===== src/rtl/regfile_wb_sched.sv =====
// Write-back scheduler and scoreboard for the 32x32 register file: arbitrates the single
// write port between pipeline WB and long-latency results, and stalls ID on RAW/WAW hazards.
module regfile_wb_sched #(
  parameter int STARVE_LIMIT = 4,
  parameter int LU_DEPTH     = 2
) (
  input  logic        clk_i,
  input  logic        rst_i,
  input  logic        id_valid_i,
  input  logic [4:0]  id_rs1_i,
  input  logic [4:0]  id_rs2_i,
  input  logic [4:0]  id_rd_i,
  input  logic        id_rd_we_i,
  input  logic        id_long_i,
  output logic        id_stall_o,
  input  logic        wb_valid_i,
  input  logic [4:0]  wb_rd_i,
  input  logic [31:0] wb_data_i,
  input  logic        lu_valid_i,
  input  logic [4:0]  lu_rd_i,
  input  logic [31:0] lu_data_i,
  output logic        lu_ready_o,
  output logic        pipe_freeze_o,
  output logic        rf_we_o,
  output logic [4:0]  rf_rd_o,
  output logic [31:0] rf_data_o
);
  localparam logic [3:0] SLIM = 4'(STARVE_LIMIT);
  localparam logic [2:0] LDEP = 3'(LU_DEPTH);

  logic [31:0] pending_q, pending_d;
  logic        hold_valid_q, hold_valid_d;
  logic [4:0]  hold_rd_q, hold_rd_d;
  logic [31:0] hold_data_q, hold_data_d;
  logic [3:0]  starve_q, starve_d;
  logic [2:0]  outst_q, outst_d;

  logic       wb_req, lu_acc, lu_direct, lu_to_hold, hold_gnt;
  logic       retire, fire, issue_long;
  logic [4:0] retire_rd;
  logic       haz_rs1, haz_rs2, haz_waw, haz_full;

  // Port arbitration: freeze drains hold, else WB, else hold, else a direct long result.
  always_comb begin
    pipe_freeze_o = hold_valid_q & (starve_q == SLIM);
    lu_ready_o    = ~hold_valid_q;
    wb_req        = wb_valid_i & (wb_rd_i != 5'd0) & ~pipe_freeze_o;
    lu_acc        = lu_valid_i & ~hold_valid_q;
    hold_gnt      = hold_valid_q & (pipe_freeze_o | ~wb_req);
    lu_direct     = lu_acc & (lu_rd_i != 5'd0) & ~wb_req;
    lu_to_hold    = lu_acc & (lu_rd_i != 5'd0) & wb_req;
    rf_we_o       = 1'b0;
    rf_rd_o       = 5'd0;
    rf_data_o     = 32'd0;
    if (hold_gnt) begin
      rf_we_o   = 1'b1;
      rf_rd_o   = hold_rd_q;
      rf_data_o = hold_data_q;
    end else if (wb_req) begin
      rf_we_o   = 1'b1;
      rf_rd_o   = wb_rd_i;
      rf_data_o = wb_data_i;
    end else if (lu_direct) begin
      rf_we_o   = 1'b1;
      rf_rd_o   = lu_rd_i;
      rf_data_o = lu_data_i;
    end
  end

  // hold and a fresh accept are mutually exclusive, so at most one retire per cycle.
  assign retire    = hold_gnt | (lu_acc & ~lu_to_hold);
  assign retire_rd = hold_gnt ? hold_rd_q : lu_rd_i;

  // A same-cycle write of a source register is forwarded by the file, so no RAW stall.
  assign haz_rs1  = (id_rs1_i != 5'd0) & pending_q[id_rs1_i] & ~(rf_we_o & (rf_rd_o == id_rs1_i));
  assign haz_rs2  = (id_rs2_i != 5'd0) & pending_q[id_rs2_i] & ~(rf_we_o & (rf_rd_o == id_rs2_i));
  assign haz_waw  = id_rd_we_i & (id_rd_i != 5'd0) & pending_q[id_rd_i];
  assign haz_full = id_long_i & (outst_q == LDEP);

  assign id_stall_o = id_valid_i & (pipe_freeze_o | haz_rs1 | haz_rs2 | haz_waw | haz_full);
  assign fire       = id_valid_i & ~id_stall_o;
  assign issue_long = fire & id_long_i;

  always_comb begin
    pending_d = pending_q;
    if (retire) pending_d[retire_rd] = 1'b0;
    if (issue_long & id_rd_we_i & (id_rd_i != 5'd0)) pending_d[id_rd_i] = 1'b1;
    pending_d[0] = 1'b0;

    hold_valid_d = hold_valid_q;
    hold_rd_d    = hold_rd_q;
    hold_data_d  = hold_data_q;
    if (hold_gnt) hold_valid_d = 1'b0;
    if (lu_to_hold) begin
      hold_valid_d = 1'b1;
      hold_rd_d    = lu_rd_i;
      hold_data_d  = lu_data_i;
    end

    if (~hold_valid_q | hold_gnt) starve_d = 4'd0;
    else if (starve_q != SLIM)    starve_d = starve_q + 4'd1;
    else                          starve_d = starve_q;

    outst_d = outst_q + {2'b00, issue_long} - {2'b00, retire};
  end

  always_ff @(posedge clk_i or posedge rst_i) begin
    if (rst_i) begin
      pending_q    <= '0;
      hold_valid_q <= 1'b0;
      hold_rd_q    <= '0;
      hold_data_q  <= '0;
      starve_q     <= '0;
      outst_q      <= '0;
    end else begin
      pending_q    <= pending_d;
      hold_valid_q <= hold_valid_d;
      hold_rd_q    <= hold_rd_d;
      hold_data_q  <= hold_data_d;
      starve_q     <= starve_d;
      outst_q      <= outst_d;
    end
  end
endmodule

===== config.mk =====
export PLATFORM = sky130hd
export DESIGN_NAME = regfile_wb_sched
export DESIGN_NICKNAME = d
export VERILOG_FILES = /design/src/rtl/regfile_wb_sched.sv
export SDC_FILE = /design/constraint.sdc
export NUM_CORES = 1
export LEC_CHECK = 0
export BUFFER_PORTS_ARGS = -buffer_cell sky130_fd_sc_hd__clkbuf_2
export CORE_MARGIN = 2
export CORE_UTILIZATION = 40
export CTS_BUF_LIST = sky130_fd_sc_hd__clkbuf_8 sky130_fd_sc_hd__clkbuf_16
export DETAILED_ROUTE_END_ITERATION = 8
export PLACE_DENSITY_LB_ADDON = 0.15
export SYNTH_ARGS = -nofsm -noshare
export SYNTH_HDL_FRONTEND = slang
export SYNTH_SLANG_ARGS = --single-unit

===== constraint.sdc =====
create_clock -name clk_i -period 3.85 [get_ports clk_i]
set_input_delay 0.77 -clock clk_i [delete_from_list [all_inputs] [get_ports clk_i]]
set_output_delay 0.77 -clock clk_i [all_outputs]
set_load 0.02 [all_outputs]

## Word-level counts from Yosys, hierarchy flattened

Index checks and enable logic that the tools add are counted.

- Register bits after elaboration: 76
- Bits in latches: 0
- Memory bits (writable): 0
- ROM bits: 0
- Word-level logic and storage cells: 95
- Memories: 0

- Add/sub/neg operators: 3
- Multipliers: 0
- Div/mod/pow operators: 0
- $lt $le $gt $ge: 6
- Equal/unequal tests: 5
- Shifts and indexed selects: 0
- Muxes and demuxes: 26
- Bitwise gates (word level): 40
- Reductions and logical operators: 9

Operators with widths:

| operator | count |
|---|---|
| two-way mux 32 bit | 5 |
| AND 32 bit | 1 |
| inverter 32 bit | 1 |
| OR 32 bit | 1 |
| nonzero test 5 bit | 5 |
| < comparator 5 x 6 -> 1 bit (second input constant) | 4 |
| AND 1 bit | 23 |
| two-way mux 5 bit | 4 |
| binary-select mux 1 bit (select 5 bit) | 3 |
| demux 1 bit (select 5 bit) | 2 |
| == test 5 bit | 2 |
| greater-or-equal comparator 5 x 1 -> 1 bit (second input constant) | 2 |
| two-way mux 1 bit | 10 |
| two-way mux 4 bit | 2 |
| inverter 1 bit | 7 |
| OR 1 bit | 7 |
| adder 4 x 1 -> 4 bit (second input constant) | 1 |
| == test 4 x 3 -> 1 bit (second input constant) | 1 |
| != test 4 x 3 -> 1 bit (second input constant) | 1 |
| nonzero test 2 bit | 2 |
| adder 3 x 1 -> 3 bit | 1 |
| == test 3 x 2 -> 1 bit (second input constant) | 1 |
| subtractor 3 x 1 -> 3 bit | 1 |
| logical AND 1 bit | 2 |

## Logic depth before layout (Yosys ltp)

Gate-level depths: netlist of the first run.

- Depth after elaboration: 24
- Gate-level depth with buffers: 17
- Mapped depth without buffers: 14

## Worst setup path after synthesis of the first run

No wires, ideal clock.

- Kind: input port to flip-flop
- Start: input wb_rd_i[0]
- End: register outst_q[2]
- Library setup time: 124 ps
- Arrival time: 3727 ps
- Data required time: 3726 ps
- Path slack: 0 ps
- Stages: 14
- Path buffers: 2
- Path through: or4_4 o211ai_1 buf_2 a21o_1 xor2_1 o41ai_2 nand4_2 buf_6 ha_1 inv_1 ha_1 fa_1 xnor2_1 xnor2_1

- Longest elaborated chain between the ends: 22
- Elaborated cells on any way between the ends: 35

Ends and longest elaborated chain:

| item | line | RTL |
|---|---|---|
| from (decl) | 17 | `input logic [4:0] wb_rd_i,` |
| nonzero test 5 bit * | 47 | `wb_req = wb_valid_i & (wb_rd_i != 5'd0) & ~pipe_freeze_o;` |
| AND 1 bit * (2 in series) | 47 |  |
| inverter 1 bit | 49, 50 |  |
| AND 1 bit | 50 | `lu_direct = lu_acc & (lu_rd_i != 5'd0) & ~wb_req;` |
| two-way mux 5 bit | 63 | `end else if (lu_direct) begin` |
| two-way mux 5 bit | 59 | `end else if (wb_req) begin` |
| two-way mux 5 bit * | 55 | `if (hold_gnt) begin` |
| named net rf_rd_o[2] | 25 | `output logic [4:0] rf_rd_o,` |
| (+5 left out) | -- |  |
| OR 1 bit * (3 in series) | 80 | `assign id_stall_o = id_valid_i & (pipe_freeze_o \| haz_rs1 \| haz_rs2 \| haz_waw \| haz_full);` |
| AND 1 bit * | 80 |  |
| inverter 1 bit * | 81 | `assign fire = id_valid_i & ~id_stall_o;` |
| AND 1 bit * | 81 |  |
| AND 1 bit * | 82 | `assign issue_long = fire & id_long_i;` |
| adder 3 x 1 -> 3 bit * | 104 | `outst_d = outst_q + {2'b00, issue_long} - {2'b00, retire};` |
| subtractor 3 x 1 -> 3 bit * | 104 |  |
| named net outst_d[2] | 36 | `logic [2:0] outst_q, outst_d;` |
| to (signal assigned) | 121 | `outst_q <= outst_d;` |
| to (decl) | 36 |  |

Mark *: on every way through the listed nets, which the timed path passes. The rest lies on a longest branch.
A chain may end at the register's enable or synchronous reset.

## Worst setup path in the final report of the first run

- Start: input wb_rd_i[4]
- End: output id_stall_o

- Longest elaborated chain between the ends: 17
- Elaborated cells on any way between the ends: 26

Ends and longest elaborated chain:

| item | line | RTL |
|---|---|---|
| nonzero test 5 bit | 47 |  |
| AND 1 bit (2 in series) | 47 |  |
| inverter 1 bit | 49, 50 |  |
| AND 1 bit | 50 |  |
| two-way mux 5 bit | 63 |  |
| two-way mux 5 bit | 59 |  |
| two-way mux 5 bit | 55 |  |
| == test 5 bit | 75 | `assign haz_rs1 = (id_rs1_i != 5'd0) & pending_q[id_rs1_i] & ~(rf_we_o & (rf_rd_o == id_rs1_i));` |
| AND 1 bit | 75 |  |
| inverter 1 bit | 75 |  |
| AND 1 bit | 75 |  |
| OR 1 bit | 80 |  |
| OR 1 bit * (3 in series) | 80 |  |
| AND 1 bit * | 80 |  |
| to (decl) | 15 | `output logic id_stall_o,` |

Mark *: on every way between the ends. The rest lies on a longest branch, timed or not.

==> results of run 1 <==
sequential cells by signal, indices dropped and copies added (netlist names):
| register | cells |
|---|---|
| hold_data_q | 32 |
| hold_valid_q | 1 |
| starve_q | 4 |
| hold_rd_q | 5 |
| pending_q | 31 |
| outst_q | 3 |
routing by layer:
metal / GRT usage (%) / part of all wire [%] / vias up
met1: 31.8 / 44 / 2581
met3: 5.61 / 6.9 / 23
li1: - / - / 2416
met4: 9.34 / 2.0 / 2
met2: 36.0 / 47 / 184
met5: 0 / 0.073 / -
power groups by stage:
stage               Combinational [mW]  Clock (mW)  Sequential, mW
floorplan                        0.556           0            1.03
global placement                 0.773           0            1.07
detailed placement               0.792           0            1.08
CTS                              0.799       0.879            1.07
global route                     0.902       0.915            1.09
finish                           0.821       0.861            1.07
per-stage QoR:
| step | std cells | power, mW |
|---|---|---|
| after floorplan | 564 | 1.59 |
| after global placement | 861 | 1.85 |
| after CTS | 878 | 2.74 |
| after global routing | 879 | 2.91 |
| final | 879 | 2.75 |
| after detailed placement | 861 | 1.87 |
logic make-up after synthesis:
kind of cell	Yosys count	synth area share [%]
mux	75	18.7
fa+ha+maj	5	1.31
xor+xnor	5	0.818
flops	76	35.5
buf+inv	55	4.47
compound gates	160	20.9
simple gates	188	18.2
layout by cell type, fill, tap and decap left out, types with 16 or more instances in the layout:
cell      instances
clkbuf_2        135
dfrtp_1          76
nor2_1           75
mux2_2           39
o21ai_0          34
a221oi_1         33
buf_4            28
o21ai_1          24
o31ai_1          22
nand2_1          21
mux2i_1          20
nand3_1          17
mux4_2           16
cells in the mapped netlist, types with 4 or more instances:
cell type / instances
a21o_1: 5
dfrtp_1: 76
and3b_1: 6
a211oi_1: 10
nand3_1: 18
o2bb2ai_1: 7
a221oi_1: 33
nor3b_1: 9
clkbuf_1: 26
ha_1: 4
buf_1: 5
a21oi_1: 4
o31ai_1: 22
o21ai_1: 24
nand2_1: 21
and3_1: 11
and2_1: 7
buf_2: 8
mux2_2: 39
nand4_1: 5
inv_1: 13
o21ai_0: 34
o22ai_1: 6
nor2_1: 76
mux2i_1: 20
nand3b_1: 4
or2_2: 5
mux4_2: 16
worst max-delay path by stage:
stage,startpoint,to,cells past startpoint
floorplan,wb_rd_i[0],outst_q[2],14
global placement,wb_rd_i[0],outst_q[2],14
detailed placement,wb_rd_i[0],outst_q[2],14
CTS,wb_rd_i[0],id_stall_o,10
global route,wb_rd_i[4],id_stall_o,10
finish,wb_rd_i[4],id_stall_o,10
repair_timing:
action | 4_1_cts | 5_1_grt
setup endpoints to repair | 1 | 2
gates resized for setup | 3 | 9
setup buffers | 2 | 1
hold buffers | 0 | 0
pin swaps | 2 | 5
layout make-up:
type | count | area [um^2] | share of cell area [%]
clock buffer | 10 | 239 | 3.58
clock inverter | 5 | 62.6 | 0.938
inverter | 13 | 48.8 | 0.732
multi-input combinational | 433 | 3270 | 49.0
sequential | 76 | 1900 | 28.5
tap | 176 | 220 | 3.30
timing repair buffer | 166 | 928 | 13.9
==> out/metrics.yaml, run 1 <==
status:
  status: "finished clean"
yosys:
  ys_ff_latch: 76
  synth_top_area_share_pct: 35.5
  synth_top_area_cell: "dfrtp_1"
  syn-cell-area_mm2: 0.00535
  synth_top_flop_cell: "dfrtp_1"
  synthCells: 564
  synth_edf_count: 0
  synth_fp_nets: 665
  ys_types: 60
  syn_area_per_cell_um2: 9.49
  synth.yosys.seq_area_share_pct: 35.5
  synth_area_leaders: "dfrtp_1, mux2_2, mux4_2, a221oi_1, nor2_1"
  yosysWarnings: 0
  async_flop_share_pct: 100
route:
  avgViaCountPerCell: 5.92
  wl_um: 16500
  first_pass_iters: 5
  drt_iter0_markers: 380
  num_vias: 5206
  remaining_drc_errors: 0
  wl_per_cell_um: 18.8
  drtAntennaViolNets: 0
critical_path:
  worstPathMaxFanout: 4
  cp.buffers_inverters: 3
  worst_setup_path_start_kind: "input port"
  crit_required_ns: 3.08
  rr_worst_depth: 17
  crit_arrival_ns: 3.00
  critical_path_class: "input port to output pin"
  slowest_stage: "or4_4"
  path_delay_family: "compound AO/OA/AOI/OAI gates"
  slowest_delay_ns: 0.53
  rrSetupSlack_ns: 0.28
  r2r-start: "starve_q[0]"
  cp-end-kind: "output pin"
  path_cells: "clkbuf_2, or4_4, o211ai_1, a21o_4, xor2_2, o41ai_2, buf_4, nand3_4, and2_4, buf_6"
  rr_endpoint: "outst_q[2]"
clock_network:
  cts_root_buf: "clkbuf_16"
  clockBufferDepth: 2
  cts_max_level: 3
  clkSlewWorstSetupHoldPaths_ns: 0.06
  cts-buffers-inserted: 9
  cts_tree: "done"
  clock_latency_ns: 0.34
  cts.sinks: 76
place:
  dp_hpwl_um: 12200
  post-place-ws_ns: -0.204
  place.port_buffers: 136
  post_dp_cell_area_mm2: 0.00629
  gp_congestion: 0.934
cells_and_area:
  area_delta_synth_final_pct: 24.6
  fin_util_pct: 50.8
  fillers: 1234
  drive_gt1_share_pct: 37.0
  stdcell_area_mm2: 0.00667
  final_nets: 800
  antennaDiodeCount: 0
global_route:
  track_usage_pct: 23.4
  grt_pass1_vias: 5107
  antenna_found_initial: 1
  overflow: 0
  grt_pass1_wl_um: 26400
  grt_max_degree: 45
timing:
  rsz0062_at_grt: "true"
  fmax_mhz: 265
  final.min_clock_period_ns: 3.77
  tightest_slew_ns: 0.930
  finalSetupTns_ns: 0
  maxSlewViolCount: 0
  worst_slack_ns: 0.0806
  setup-violations-final: 0
  hold_viol: 0
  clock_skew_ns: 0.00858
  final.period_utilization_pct: 97.9
  holdWs_ns: 0.503
  slew_headroom_pct: 37.7
floorplan:
  core_mm2: 0.0131
  num_rows: 42
  start_util_pct: 40.7
  dieWidth_um: 120
  die-area_mm2: 0.0143
  dieHeight_um: 120
  io_pins: 137
min_path:
  min_from: "starve_q[0]"
  holdPathEnd: "starve_q[0]"
  hp-class: "flip-flop to flip-flop"
  holdPathStages: 1
pwr:
  p_sw_mw: 0.913
  power_frac_seq_pct: 38.9
  power.density_mw_per_mm2: 413
  clkPwrFrac_pct: 31.3
  internal_power_mw: 1.84
  vdd_drop_max_mv: 0.269
  power_frac_comb_pct: 29.8
  p_leak_nw: 2.95
  switching_share_pct: 33.1
flow_run:
  cap_viol_max_count: 0
Note: power is estimated with default switching activity, not from simulation.
==> run 2, diff against run 1 <==
--- a/config.mk
+++ b/config.mk
@@ -10,6 +10,7 @@
 export CORE_UTILIZATION = 40
 export CTS_BUF_LIST = sky130_fd_sc_hd__clkbuf_8 sky130_fd_sc_hd__clkbuf_16
 export DETAILED_ROUTE_END_ITERATION = 8
+export GPL_TIMING_DRIVEN = 0
 export PLACE_DENSITY_LB_ADDON = 0.15
 export SYNTH_ARGS = -nofsm -noshare
 export SYNTH_HDL_FRONTEND = slang
==> run 2 against run 1 <==
The run now ends with negative setup slack left. Maximum frequency down 3.4%. Sequential power about the same. Die area unchanged. Critical path depth up 1. Clock-buffer cell count unchanged. Sequential share of layout area down 0.76 points. Cell count up 3.0%. Sequential cell count unchanged. Non-clock buffer count up 25. Hold slack worse by 0.11 ns. Critical endpoint unchanged. Largest cell class unchanged. Largest power group unchanged.
==> out/metrics.yaml, run 2 (same netlist as run 1, synthesis figures left out) <==
cells_and_area:
  layout_common_cells: "clkbuf_2, nor2_1, dfrtp_1, mux2_2, o21ai_0"  # was clkbuf_2, dfrtp_1, nor2_1, mux2_2, o21ai_0
  final_common_cell: "clkbuf_2"  # unchanged
  stdcell_area_mm2: 0.00685  # was 0.00667 mm^2
  fillers: 1271  # was 1234
  area_delta_synth_final_pct: 28.0  # was 24.6%
  antennaDiodeCount: 0  # unchanged
  top_register: "hold_data_q"  # unchanged
  top_regs: "hold_data_q (32), pending_q (31), hold_rd_q (5)"  # unchanged
  layoutNonFillerInstCount: 905  # was 879
  drive_gt1_share_pct: 36.8  # was 37.0%
  final_nets: 825  # was 800
  fin_util_pct: 52.1  # was 50.8%
  largest_reg_flops: 32  # unchanged
timing:
  worst_slack_ns: -0.0509  # was 0.0806 ns
  fmax_mhz: 256  # was 265 MHz
  slew_headroom_pct: 53.4  # was 37.7%
  rsz0062_at_grt: "true"  # unchanged
  clock_skew_ns: 0.00931  # was 0.00858 ns
  holdWs_ns: 0.389  # was 0.503 ns
  final.period_utilization_pct: 101  # was 97.9%
  final.min_clock_period_ns: 3.90  # was 3.77 ns
  maxSlewViolCount: 0  # unchanged
  tightest_slew_ns: 0.696  # was 0.930 ns
  finalSetupTns_ns: -0.0509  # was 0 ns
  hold_viol: 0  # unchanged
  setup-violations-final: 1  # was 0
route:
  num_vias: 5270  # was 5206
  wl_met1_um: 7520  # was 7300 um
  avgViaCountPerCell: 5.82  # was 5.92
  dr_wl_met3_um: 1230  # was 1140 um
  wl_per_cell_um: 19.0  # was 18.8 um
  first_pass_iters: 5  # unchanged
  route.met2.wl_um: 8150  # was 7700 um
  wl_um: 17200  # was 16500 um
  highest_layer: "met4"  # was met5
  drtAntennaViolNets: 0  # unchanged
  remaining_drc_errors: 0  # unchanged
  drt_iter0_markers: 363  # was 380
clock_network:
  cts_root_buf: "clkbuf_16"  # unchanged
  cts_max_level: 3  # unchanged
  clkSlewWorstSetupHoldPaths_ns: 0.06  # about the same
  cts-buffers-inserted: 9  # unchanged
  cts.sinks: 76  # unchanged
  cts_tree: "done"  # unchanged
  clockBufferDepth: 2  # unchanged
  clock_latency_ns: 0.35  # was 0.34 ns
place:
  dp_cells: 874  # was 861
  post_dp_cell_area_mm2: 0.00627  # was 0.00629 mm^2
  dp_hpwl_um: 13100  # was 12200 um
  place.port_buffers: 133  # was 136
  gp_congestion: 0.951  # was 0.934
  post-place-ws_ns: -0.753  # was -0.204 ns
min_path:
  hp-class: "input port to asynchronous set/reset pin"  # was flip-flop to flip-flop
floorplan:
  dieWidth_um: 120  # unchanged
  start_util_pct: 40.7  # unchanged
  dieHeight_um: 120  # unchanged
  num_rows: 42  # unchanged
  core_mm2: 0.0131  # unchanged
  io_pins: 137  # unchanged
  die-area_mm2: 0.0143  # unchanged
critical_path:
  crit_required_ns: 3.08  # about the same
  crit_arrival_ns: 3.13  # was 3.00 ns
  critical_path_class: "input port to output pin"  # unchanged
  cp-end-kind: "output pin"  # unchanged
  worst_setup_path_start_kind: "input port"  # unchanged
  worstPathMaxFanout: 8  # was 4
status:
  status: "complete, but fails checks"  # was finished clean
  violations: "negative setup slack"
global_route:
  grt_pass1_vias: 5273  # was 5107
  grt_max_degree: 55  # was 45
  antenna_found_initial: 0  # was 1
  overflow: 0  # unchanged
  grt_pass1_wl_um: 27500  # was 26400 um
  track_usage_pct: 24.4  # was 23.4%
pwr:
  power.density_mw_per_mm2: 400  # was 413 mW/mm^2
  p_leak_nw: 3.00  # was 2.95 nW
  total_power_mw: 2.74  # was 2.75 mW
  vdd_drop_max_mv: 0.225  # was 0.269 mV
flow_run:
  cap_viol_max_count: 0  # unchanged
==> run 2: what timing repair did <==
action / CTS / global route
gates cloned: 0 / 1
pin swaps: 2 / 14
setup buffers: 1 / 13
hold buffers: 0 / 0
setup endpoints to repair: 32 / 29
resized for setup: 10 / 36
==> run 2: worst max-delay path: stages <==
cell	delay [ns]
buf_6	0.09
or4_4	0.52
o211ai_1	0.29
buf_4	0.19
a21o_4	0.15
xor2_4	0.07
o41ai_4	0.43
nand3_2	0.17
buf_6	0.18
and2_4	0.13
buf_6	0.12
==> run 2: power breakdown <==
| group | internal, mW | total, mW | switching, mW |
|---|---|---|---|
| Sequential | 0.946 | 1.07 | 0.125 |
| Clock | 0.452 | 0.796 | 0.343 |
| Combinational | 0.407 | 0.875 | 0.468 |
==> run 2: worst paths after layout <==
kind,start,end,slack [ns],depth (start not counted)
min in group clk_i,starve_q[0],starve_q[0],0.49,1
setup reg to reg,starve_q[0],outst_q[2],0.14,18
setup / recovery,wb_rd_i[4],id_stall_o,-0.05,11
hold / removal,rst_i,pending_q[20],0.39,2
hold reg to reg,starve_q[0],starve_q[0],0.49,1
max in group asynchronous,rst_i,starve_q[0],2.87,3
==> run 2: routing by layer <==
metal	vias to the layer above	global-route usage [%]
met5	-	0
met4	0	7.65
met3	28	5.75
met2	192	38.4
met1	2584	33.5
li1	2466	-
==> run 2: area by class of cell <==
type | instances | area (um^2) | area share (%)
multi-input cells | 433 | 3350 | 48.9
flip-flops and latches | 76 | 1900 | 27.8
repair buffers | 149 | 822 | 12.0
clock buffers | 10 | 239 | 3.49
plain buffers | 42 | 224 | 3.27
well taps | 176 | 220 | 3.21
inverters | 13 | 51.3 | 0.749
clock inverters | 6 | 40.0 | 0.584
==> run 3, diff against run 2 <==
--- a/config.mk
+++ b/config.mk
@@ -11,7 +11,7 @@
 export CTS_BUF_LIST = sky130_fd_sc_hd__clkbuf_8 sky130_fd_sc_hd__clkbuf_16
 export DETAILED_ROUTE_END_ITERATION = 8
 export GPL_TIMING_DRIVEN = 0
-export PLACE_DENSITY_LB_ADDON = 0.15
+export PLACE_DENSITY = 0.74
 export SYNTH_ARGS = -nofsm -noshare
 export SYNTH_HDL_FRONTEND = slang
 export SYNTH_SLANG_ARGS = --single-unit
==> run 3 against run 2 <==
The run now ends clean. Clock skew decreased by 0.00078 ns. Design area decreased by 1.8%. Total power increased by 1.5%. Critical path depth increased by 1. Wire length decreased by 2.2%. Sequential cell count unchanged. Critical path type unchanged. Critical endpoint unchanged.
==> out/metrics.yaml, run 3 (same netlist as run 1, synthesis figures left out) <==
status:
  status: "finished clean"  # was complete, but fails checks
clock_network:
  cts_max_level: 3  # unchanged
  cts_tree: "done"  # unchanged
  cts-buffers-inserted: 9  # unchanged
  clock_latency_ns: 0.35  # about the same
  clkSlewWorstSetupHoldPaths_ns: 0.06  # about the same
  cts_hold_buffers: 0  # unchanged
  cts_root_buf: "clkbuf_16"  # unchanged
  clockBufferDepth: 2  # unchanged
  cts.sinks: 76  # unchanged
place:
  dp_hpwl_um: 12600  # was 13100 um
  place.port_buffers: 133  # unchanged
  dp_cells: 874  # unchanged
  gp_congestion: 0.953  # was 0.951
timing:
  setup-violations-final: 0  # was 1
  maxSlewViolCount: 0  # unchanged
  final.min_clock_period_ns: 3.84  # was 3.90 ns
  holdWs_ns: 0.348  # was 0.389 ns
  clock_skew_ns: 0.00853  # was 0.00931 ns
  fmax_mhz: 261  # was 256 MHz
  tightest_slew_ns: 0.809  # was 0.696 ns
  rsz0062_at_grt: "true"  # unchanged
  slew_headroom_pct: 45.9  # was 53.4%
  final.period_utilization_pct: 99.7  # was 101%
  hold_viol: 0  # unchanged
pwr:
  p_leak_nw: 2.95  # was 3.00 nW
  power.density_mw_per_mm2: 414  # was 400 mW/mm^2
  vdd_drop_max_mv: 0.309  # was 0.225 mV
cells_and_area:
  layout_common_cells: "clkbuf_2, nor2_1, dfrtp_1, mux2_2, o21ai_0"  # unchanged
  antennaDiodeCount: 0  # unchanged
  final_nets: 816  # was 825
  fillers: 1255  # was 1271
  top_regs: "hold_data_q (32), pending_q (31), hold_rd_q (5)"  # unchanged
  drive_gt1_share_pct: 35.0  # was 36.8%
  final_common_cell: "clkbuf_2"  # unchanged
  largest_reg_flops: 32  # unchanged
  top_register: "hold_data_q"  # unchanged
  layoutNonFillerInstCount: 896  # was 905
  area_delta_synth_final_pct: 25.7  # was 28.0%
global_route:
  antenna_found_initial: 0  # unchanged
  grt_max_degree: 60  # was 55
  overflow: 0  # unchanged
  track_usage_pct: 23.7  # was 24.4%
  grt_pass1_wl_um: 26500  # was 27500 um
  grt_pass1_vias: 5106  # was 5273
route:
  num_vias: 5295  # was 5270
  first_pass_iters: 5  # unchanged
  drt_iter0_markers: 505  # was 363
  avgViaCountPerCell: 5.91  # was 5.82
  wl_per_cell_um: 18.8  # was 19.0 um
  drtAntennaViolNets: 0  # unchanged
  wl_um: 16900  # was 17200 um
  remaining_drc_errors: 0  # unchanged
critical_path:
  worst_setup_path_start_kind: "input port"  # unchanged
  worstPathMaxFanout: 7  # was 8
  crit_arrival_ns: 3.07  # was 3.13 ns
  rr_endpoint: "outst_q[2]"  # unchanged
  r2r-start: "starve_q[0]"  # unchanged
  cp-end-kind: "output pin"  # unchanged
  critical_path_class: "input port to output pin"  # unchanged
  rrSetupSlack_ns: 0.26  # was 0.14 ns
  rr_worst_depth: 17  # was 18
  crit_required_ns: 3.08  # about the same
flow_run:
  cap_viol_max_count: 0  # unchanged
min_path:
  hp-class: "input port to asynchronous set/reset pin"  # unchanged
floorplan:
  start_util_pct: 40.7  # unchanged
  io_pins: 137  # unchanged
  die-area_mm2: 0.0143  # unchanged
  dieWidth_um: 120  # unchanged
  core_mm2: 0.0131  # unchanged
  num_rows: 42  # unchanged
  dieHeight_um: 120  # unchanged
## run 3: layout make-up
| cell class | count | area, um^2 | area share (%) |
|---|---|---|---|
| Clock buffer | 9 | 225 | 3.35 |
| Sequential cell | 76 | 1900 | 28.3 |
| Multi-Input combinational cell | 433 | 3260 | 48.4 |
| Buffer | 41 | 216 | 3.22 |
| Tap cell | 176 | 220 | 3.27 |
| Clock inverter | 7 | 82.6 | 1.23 |
| Timing Repair Buffer | 141 | 771 | 11.5 |
| Inverter | 13 | 51.3 | 0.763 |
## run 3: how the worst max path moves through the flow
| stage | depth (start not counted) | start | end | slack (ns) |
|---|---|---|---|---|
| floorplan | 14 | wb_rd_i[0] | outst_q[2] | 0.02 |
| global placement | 16 | id_rd_i[0] | outst_q[2] | -0.60 |
| detailed placement | 16 | id_rd_i[0] | outst_q[2] | -0.72 |
| CTS | 11 | id_rd_i[0] | id_stall_o | -0.05 |
| global route | 12 | wb_rd_i[4] | id_stall_o | -0.11 |
| finish | 12 | wb_rd_i[4] | id_stall_o | 0.01 |
## run 3: through the flow
stage / setup slack, ns / TNS (ns) / power [mW] / util, % / instance area, um^2
floorplan: 0.0193 / 0 / 1.59 / - / 5360
finish: 0.0123 / 0 / 2.78 / 51.2 / 6730
detailed placement: -0.718 / -1.84 / 1.86 / 47.8 / 6270
global route: -0.105 / -0.128 / 2.93 / 51.2 / 6730
global placement: -0.601 / -1.54 / 1.84 / 47.5 / 6240
CTS: -0.0525 / -0.0525 / 2.76 / 50.3 / 6600
## run 3: worst max-delay path, stage by stage
cell,delay [ns]
buf_6,0.09
or4_4,0.52
o211ai_1,0.23
buf_4,0.20
buf_12,0.11
a21o_4,0.13
xor2_2,0.06
o41ai_2,0.35
nand3_1,0.19
buf_6,0.16
and2_4,0.12
buf_6,0.12
## run 3: repair_timing
item	CTS	global route
buffers inserted	0	7
pin swaps	0	11
endpoints found under the setup margin	15	31
resized for setup	9	18
## run 3: metal layers
metal	up-vias	track usage [%]	share of wire [%]
met3	37	7.22	9.3
met2	275	37.9	47
li1	2450	-	-
met5	-	0	0
met1	2533	30.6	41
met4	0	8.24	2.3
## run 3: power breakdown
group          switching (mW)  internal [mW]
Combinational           0.457          0.385
Sequential              0.117          0.946
Clock                   0.367          0.512
Total                   0.941           1.84
